==> src/rtl/jtag_tap_ctrl.sv <==
// IEEE 1149.1 TAP controller with IR, BYPASS and NUM_DR user data registers.
// Define JTAG_IDCODE_EN to include the IDCODE register; otherwise reset/TLR selects BYPASS.
module jtag_tap_ctrl #(
  parameter int                  IR_WIDTH   = 4,
  parameter int                  NUM_DR     = 2,
  parameter int                  DR_WIDTH   = 32,
  parameter logic [IR_WIDTH-1:0] USER_BASE  = 4'h8,
  parameter logic [IR_WIDTH-1:0] IDCODE_OP  = 4'h1,
  parameter logic [31:0]         IDCODE_VAL = 32'h1000_563F
) (
  input  logic                       tck,
  input  logic                       trst,
  input  logic                       tms,
  input  logic                       tdi,
  output logic                       tdo,
  output logic                       tdo_en,
  output logic [3:0]                 tap_state,
  output logic [IR_WIDTH-1:0]        ir_out,
  input  logic [NUM_DR*DR_WIDTH-1:0] dr_cap_data,
  output logic [NUM_DR*DR_WIDTH-1:0] dr_upd_data,
  output logic [NUM_DR-1:0]          dr_upd_pulse
);

  typedef enum logic [3:0] {
    EXIT2_DR = 4'h0, EXIT1_DR = 4'h1, SHIFT_DR = 4'h2, PAUSE_DR = 4'h3,
    SEL_IR   = 4'h4, UPD_DR   = 4'h5, CAP_DR   = 4'h6, SEL_DR   = 4'h7,
    EXIT2_IR = 4'h8, EXIT1_IR = 4'h9, SHIFT_IR = 4'hA, PAUSE_IR = 4'hB,
    RTI      = 4'hC, UPD_IR   = 4'hD, CAP_IR   = 4'hE, TLR      = 4'hF
  } tap_state_t;

  tap_state_t          state_reg, state_next;
  logic [IR_WIDTH-1:0] ir_sr_reg;
  logic [DR_WIDTH-1:0] user_sr_reg;
  logic [DR_WIDTH-1:0] cap_val;
  logic                bypass_reg;
  logic [NUM_DR-1:0]   ch_hit;
  logic                user_sel, id_sel, byp_sel, id_lsb;
  logic                in_cap_dr, in_shift_dr, in_upd_dr, in_cap_ir, in_shift_ir;
  logic                enter_upd_dr, enter_upd_ir, enter_tlr;

`ifdef JTAG_IDCODE_EN
  localparam logic [IR_WIDTH-1:0] IR_RESET = IDCODE_OP;
  logic [31:0] id_sr_reg;

  assign id_sel = (ir_out == IDCODE_OP) && !user_sel;
  assign id_lsb = id_sr_reg[0];

  always_ff @(posedge tck or negedge trst) begin
    if (!trst) begin
      id_sr_reg <= '0;
    end else if (in_cap_dr && id_sel) begin
      id_sr_reg <= IDCODE_VAL;
    end else if (in_shift_dr && id_sel) begin
      id_sr_reg <= {tdi, id_sr_reg[31:1]};
    end
  end
`else
  localparam logic [IR_WIDTH-1:0] IR_RESET = '1;
  logic unused_idcode;

  assign unused_idcode = ^{IDCODE_VAL, IDCODE_OP};
  assign id_sel = 1'b0;
  assign id_lsb = 1'b0;
`endif

  // Channel decode; the all-ones opcode always stays BYPASS.
  for (genvar gi = 0; gi < NUM_DR; gi++) begin : g_ch
    logic [DR_WIDTH-1:0] upd_reg;

    assign ch_hit[gi] = (ir_out == IR_WIDTH'(USER_BASE + gi)) && (ir_out != '1);
    assign dr_upd_pulse[gi] = in_upd_dr & ch_hit[gi];
    assign dr_upd_data[gi*DR_WIDTH +: DR_WIDTH] = upd_reg;

    always_ff @(posedge tck or negedge trst) begin
      if (!trst) begin
        upd_reg <= '0;
      end else if (enter_upd_dr && ch_hit[gi]) begin
        upd_reg <= user_sr_reg;
      end
    end
  end

  assign user_sel  = |ch_hit;
  assign byp_sel   = !user_sel && !id_sel;
  assign tap_state = state_reg;

  always_comb begin
    cap_val = '0;
    for (int i = 0; i < NUM_DR; i++) begin
      if (ch_hit[i]) cap_val = cap_val | dr_cap_data[i*DR_WIDTH +: DR_WIDTH];
    end
  end

  always_ff @(posedge tck or negedge trst) begin
    if (!trst) state_reg <= TLR;
    else       state_reg <= state_next;
  end

  always_comb begin
    state_next = state_reg;
    unique case (state_reg)
      TLR:      state_next = tms ? TLR      : RTI;
      RTI:      state_next = tms ? SEL_DR   : RTI;
      SEL_DR:   state_next = tms ? SEL_IR   : CAP_DR;
      CAP_DR:   state_next = tms ? EXIT1_DR : SHIFT_DR;
      SHIFT_DR: state_next = tms ? EXIT1_DR : SHIFT_DR;
      EXIT1_DR: state_next = tms ? UPD_DR   : PAUSE_DR;
      PAUSE_DR: state_next = tms ? EXIT2_DR : PAUSE_DR;
      EXIT2_DR: state_next = tms ? UPD_DR   : SHIFT_DR;
      UPD_DR:   state_next = tms ? SEL_DR   : RTI;
      SEL_IR:   state_next = tms ? TLR      : CAP_IR;
      CAP_IR:   state_next = tms ? EXIT1_IR : SHIFT_IR;
      SHIFT_IR: state_next = tms ? EXIT1_IR : SHIFT_IR;
      EXIT1_IR: state_next = tms ? UPD_IR   : PAUSE_IR;
      PAUSE_IR: state_next = tms ? EXIT2_IR : PAUSE_IR;
      EXIT2_IR: state_next = tms ? UPD_IR   : SHIFT_IR;
      UPD_IR:   state_next = tms ? SEL_DR   : RTI;
      default:  state_next = TLR;
    endcase
  end

  always_comb begin
    in_cap_dr    = (state_reg == CAP_DR);
    in_shift_dr  = (state_reg == SHIFT_DR);
    in_upd_dr    = (state_reg == UPD_DR);
    in_cap_ir    = (state_reg == CAP_IR);
    in_shift_ir  = (state_reg == SHIFT_IR);
    enter_upd_dr = (state_next == UPD_DR);
    enter_upd_ir = (state_next == UPD_IR);
    enter_tlr    = (state_next == TLR);
  end

  always_ff @(posedge tck or negedge trst) begin
    if (!trst) begin
      ir_sr_reg <= '0;
      ir_out    <= IR_RESET;
    end else begin
      if (in_cap_ir)        ir_sr_reg <= IR_WIDTH'(1);
      else if (in_shift_ir) ir_sr_reg <= {tdi, ir_sr_reg[IR_WIDTH-1:1]};
      if (enter_tlr)         ir_out <= IR_RESET;
      else if (enter_upd_ir) ir_out <= ir_sr_reg;
    end
  end

  // User channels share one shift register since only one is selected at a time.
  always_ff @(posedge tck or negedge trst) begin
    if (!trst) begin
      user_sr_reg <= '0;
      bypass_reg  <= 1'b0;
    end else begin
      if (in_cap_dr && user_sel)        user_sr_reg <= cap_val;
      else if (in_shift_dr && user_sel) user_sr_reg <= {tdi, user_sr_reg[DR_WIDTH-1:1]};
      if (in_cap_dr && byp_sel)         bypass_reg <= 1'b0;
      else if (in_shift_dr && byp_sel)  bypass_reg <= tdi;
    end
  end

  always_ff @(negedge tck or negedge trst) begin
    if (!trst) begin
      tdo    <= 1'b0;
      tdo_en <= 1'b0;
    end else begin
      tdo_en <= in_shift_dr | in_shift_ir;
      if (in_shift_ir)      tdo <= ir_sr_reg[0];
      else if (in_shift_dr) tdo <= user_sel ? user_sr_reg[0] : (id_sel ? id_lsb : bypass_reg);
      else                  tdo <= 1'b0;
    end
  end

endmodule

==> config.mk <==
export PLATFORM = sky130hd
export DESIGN_NAME = jtag_tap_ctrl
export DESIGN_NICKNAME = d
export VERILOG_FILES = /design/src/rtl/jtag_tap_ctrl.sv
export SDC_FILE = /design/constraint.sdc
export NUM_CORES = 1
export LEC_CHECK = 0
export CAP_MARGIN = 20
export CORE_AREA = 2 2 108 99
export DETAILED_ROUTE_END_ITERATION = 10
export DIE_AREA = 0 0 110 101
export PLACE_DENSITY_LB_ADDON = 0.2
export REMOVE_ABC_BUFFERS = 1
export SLEW_MARGIN = 20
export SYNTH_ARGS = -nofsm -noshare
export SYNTH_HDL_FRONTEND = slang
export SYNTH_SLANG_ARGS = --single-unit
==> constraint.sdc <==
create_clock -name tck -period 5 [get_ports tck]
set_input_delay 0.75 -clock tck [delete_from_list [all_inputs] [get_ports tck]]
set_output_delay 0.75 -clock tck [all_outputs]
set_load 0.005 [all_outputs]
# Yosys cells after proc, flatten, opt, wreduce, memory -nomap -nowiden
# Index checks and enable logic that the tools add are counted.
# Widths: inputs -> output; s select.
# classes
n_addsub,0
n_mul,0
div,0
n_lt_le_gt_ge,0
n_eq_ne,21
shifts,0
mux,26
bitwise,4
reduce_logical,18
# ops
cell,count
$mux 32,4
$eq 4x4->1 const B,12
$pmux 4 s12,1
$or 32x32->32,1
$eq 4x3->1 const B,5
$mux 4,5
$mux 2,6
$mux 3,4
$eq 4x2->1 const B,2
$logic_and 1x1->1,8
$reduce_bool 2->1,4
$mux 1,6
$reduce_or 2->1,3
$eq 4x1->1 const B,1
$logic_not 4->1,1
$ne 4x4->1 const B,1
$reduce_or 3->1,1
$and 1x1->1,2
$logic_not 1->1,1
$or 1x1->1,1
# totals
register_bits,111
latch_bits,0
ram_bits,0
rom_bits,0
out_inout_bits,76
mem_count,0

# Depth between registers and ports, before layout
# depth
word_depth,7
depth_mapped,5
depth_no_buf,3

==> impl_results.md <==
- Status: finished clean
- Row Count: 35
- N_diodes: 0
- Fin nets: 590
- Starting Density: 0.5067
- Slew HR: 0.3090
- Sequential area share after synthesis: 0.5486
- Min Hold Slack: 324.0 ps
- H-tree levels: 3
- CP endpoint kind: primary output
- DRT Wirelength: 11,180 µm
- Worst-case clock buffer depth: 2
- Worst path top cell family by delay: buffers and inverters
- GP Congestion: 0.8302
- DR pass1 iterations: 4
- Crit path max fanout: 1
- GR Util All Layers: 0.2194
- Post-CTS Resized: 0
- Largest register FFs: 64
- DRT antenna net count: 0
- Final setup viols: 0
- Critical Path RT: 4250 ps
- Fillers: 797
- Horiz. Die Dim: 110 µm
- Cell area after synthesis: 5081 µm²
- Reg2Reg Depth: 3
- Die H: 101 µm
- Area of the core: 10,030 µm²
- Slew Viols, Final: 0
- Synth top area share: 0.4974
- Yosys cell types: 33
- Register area: 2788 µm²
- Startpoint types: flop
- Crit-path slowest cell: clkdlybuf4s50_1
- DR vias: 3,465
- Peak supply drop: 0.3236 mV
- CTS root buf: clkbuf_8
- CTS Hold Buffers Added: 0
- Clock latency on the worst-skew pair: 360 ps
- Final hold vios: 0
- RR Endpoint: tdo
- Port Buffer Count: 143
- Multi-input gate area: 2138 µm²
- Number of global-route vias before repair: 3,722
- GRT overflow: 0
- Critical path type: flop to primary output
- # Post-CTS Setup Buffers: 0
- First-pass GRT wire length: 18,740 µm
- Flops & latches, synth: 111
- Number of flops mapped to enable cells by yosys: 0
- RSZ-0062 raised after global routing: false
- Type of the most critical hold path: input pin to asynchronous set/reset pin
- Setup TNS: 0 ps
- Max-cap violations: 0
- Syn avg cell area: 13.03 µm²
- Design area: 6745 µm²
- Setup Skew: 20.82 ps
- Fraction of layout cells with a size suffix above 1: 0.2429
- CP Data Arrival Time: 3740 ps
- Buffers & Inverters on Critical Path: 1
- CTS sink count: 111
- WL per Instance: 17.05 µm
- Largest cells by area after synthesis: dfrtp_1 (50%), mux2_2 (15%), mux2_4 (8.9%)
- Largest stage delay, worst path: 500 ps
- Async SR Flop Fraction: 1.000
- Post-synthesis instance total: 390
- Main synth FF type: dfrtp_1
- Number of top-level pins: 144
- Register-to-register setup slack: 830 ps
- Largest net degree at the start of global routing: 79
- Vias/cell: 5.282
- Worst-Margin Slew: 1035 ps
- RR Startpoint: ir_out[3]
- DRC Markers: 0
- Yosys synthesis warning count: 0
- 1st-iter DRT viols: 124
- Initial antenna violation count: 0
- DP Area: 6563 µm²
- Cell type with the highest aggregate area in the netlist: dfrtp_1
- CTS tree: done
- CTS clock-pin slew for the worst setup and hold paths: 110 ps
- Synth-to-layout area growth: 32.75%
- Die area: 11,110 µm²
- Detailed placement HPWL: 7492 µm
- Worst-path cell chain: clkdlybuf4s50_1
- Pwr dens: 439.9 nW/µm²
- CTS buffer count: 9
- Leakage: 0.003185 µW
==> routing by layer <==
layer	part of all wire	GRT usage	routed length, µm
met4	0.014	0.06037	153
met5	0	0	0
met1	0.44	0.2923	4922
met2	0.49	0.3624	5433
met3	0.060	0.04783	674
==> power by group <==
| group | switching, µW | internal [µW] | leakage, µW |
|---|---|---|---|
| combinational | 432 | 661 | 0.00174 |
| sequential | 217 | 1150 | 0.00135 |
| clock | 315 | 191 | 0.0000907 |
| total | 963 | 2000 | 0.00319 |
==> cell usage after synthesis, types with 2 or more instances <==
cell type / number
a21oi_1: 35
buf_2: 6
buf_8: 3
clkbuf_1: 15
dfrtn_1: 2
dfrtp_1: 101
dfstp_2: 8
inv_1: 7
mux2_2: 67
mux2_4: 30
mux2i_1: 32
nand2_1: 8
nand2b_1: 3
nand3_1: 4
nor2_1: 39
nor3b_1: 3
nor4b_1: 2
o21ai_0: 9
o31ai_1: 2
==> worst max path at each step <==
stage,depth (start not counted),to,start,slack (ps)
floorplan,2,tdo,tap_state[2],970
global placement,1,tdo,tdo,890
detailed placement,1,tdo_en,tdo_en,870
CTS,1,tdo_en,tdo_en,490
global route,1,tdo,tdo,460
finish,1,tdo_en,tdo_en,510
==> layout make-up <==
type / count / area share
clock buffer: 10 / 0.01892
tap: 129 / 0.02393
inverter: 7 / 0.003895
timing repair buffer: 146 / 0.2152
clock inverter: 6 / 0.007791
sequential: 111 / 0.4133
multi-input combinational: 247 / 0.3170
==> cells in the final DEF, fill, tap and decap left out, types with 2 or more instances in the layout <==
cell               n
a21oi_1           35
buf_4              4
clkbuf_8           9
clkdlybuf4s50_1  142
dfrtn_1            2
dfrtp_1          101
dfstp_2            8
inv_1              7
inv_8              2
mux2_2            67
mux2_4            30
mux2i_1           32
nand2_1            8
nand2b_1           3
nand3_1            2
nand3_2            2
nor2_1            39
nor3b_1            3
nor4b_1            2
o21ai_0            9
o31ai_1            2
==> through the flow <==
| stage | setup slack [ps] | total power, µW | utilization | cells |
|---|---|---|---|---|
| final | 509.1 | 2967 | 0.6726 | 656 |
| after global routing | 464.3 | 3176 | 0.6726 | 656 |
| after CTS | 486.5 | 2996 | 0.6724 | 656 |
| after detailed placement | 872.6 | 2489 | 0.6544 | 640 |
| after global placement | 889.5 | 2447 | 0.6544 | 640 |
| after floorplan | 968.2 | 1905 | - | 365 |
==> cell families after synthesis <==
logic type | count (synthesis) | synth area share
muxes | 129 | 0.3002
DFF | 111 | 0.5486
and+or+nand+nor | 65 | 0.06009
buffers and inverters | 32 | 0.03324
AOI/OAI and AO/OA | 53 | 0.05787
(Power assumes the default switching activity.)
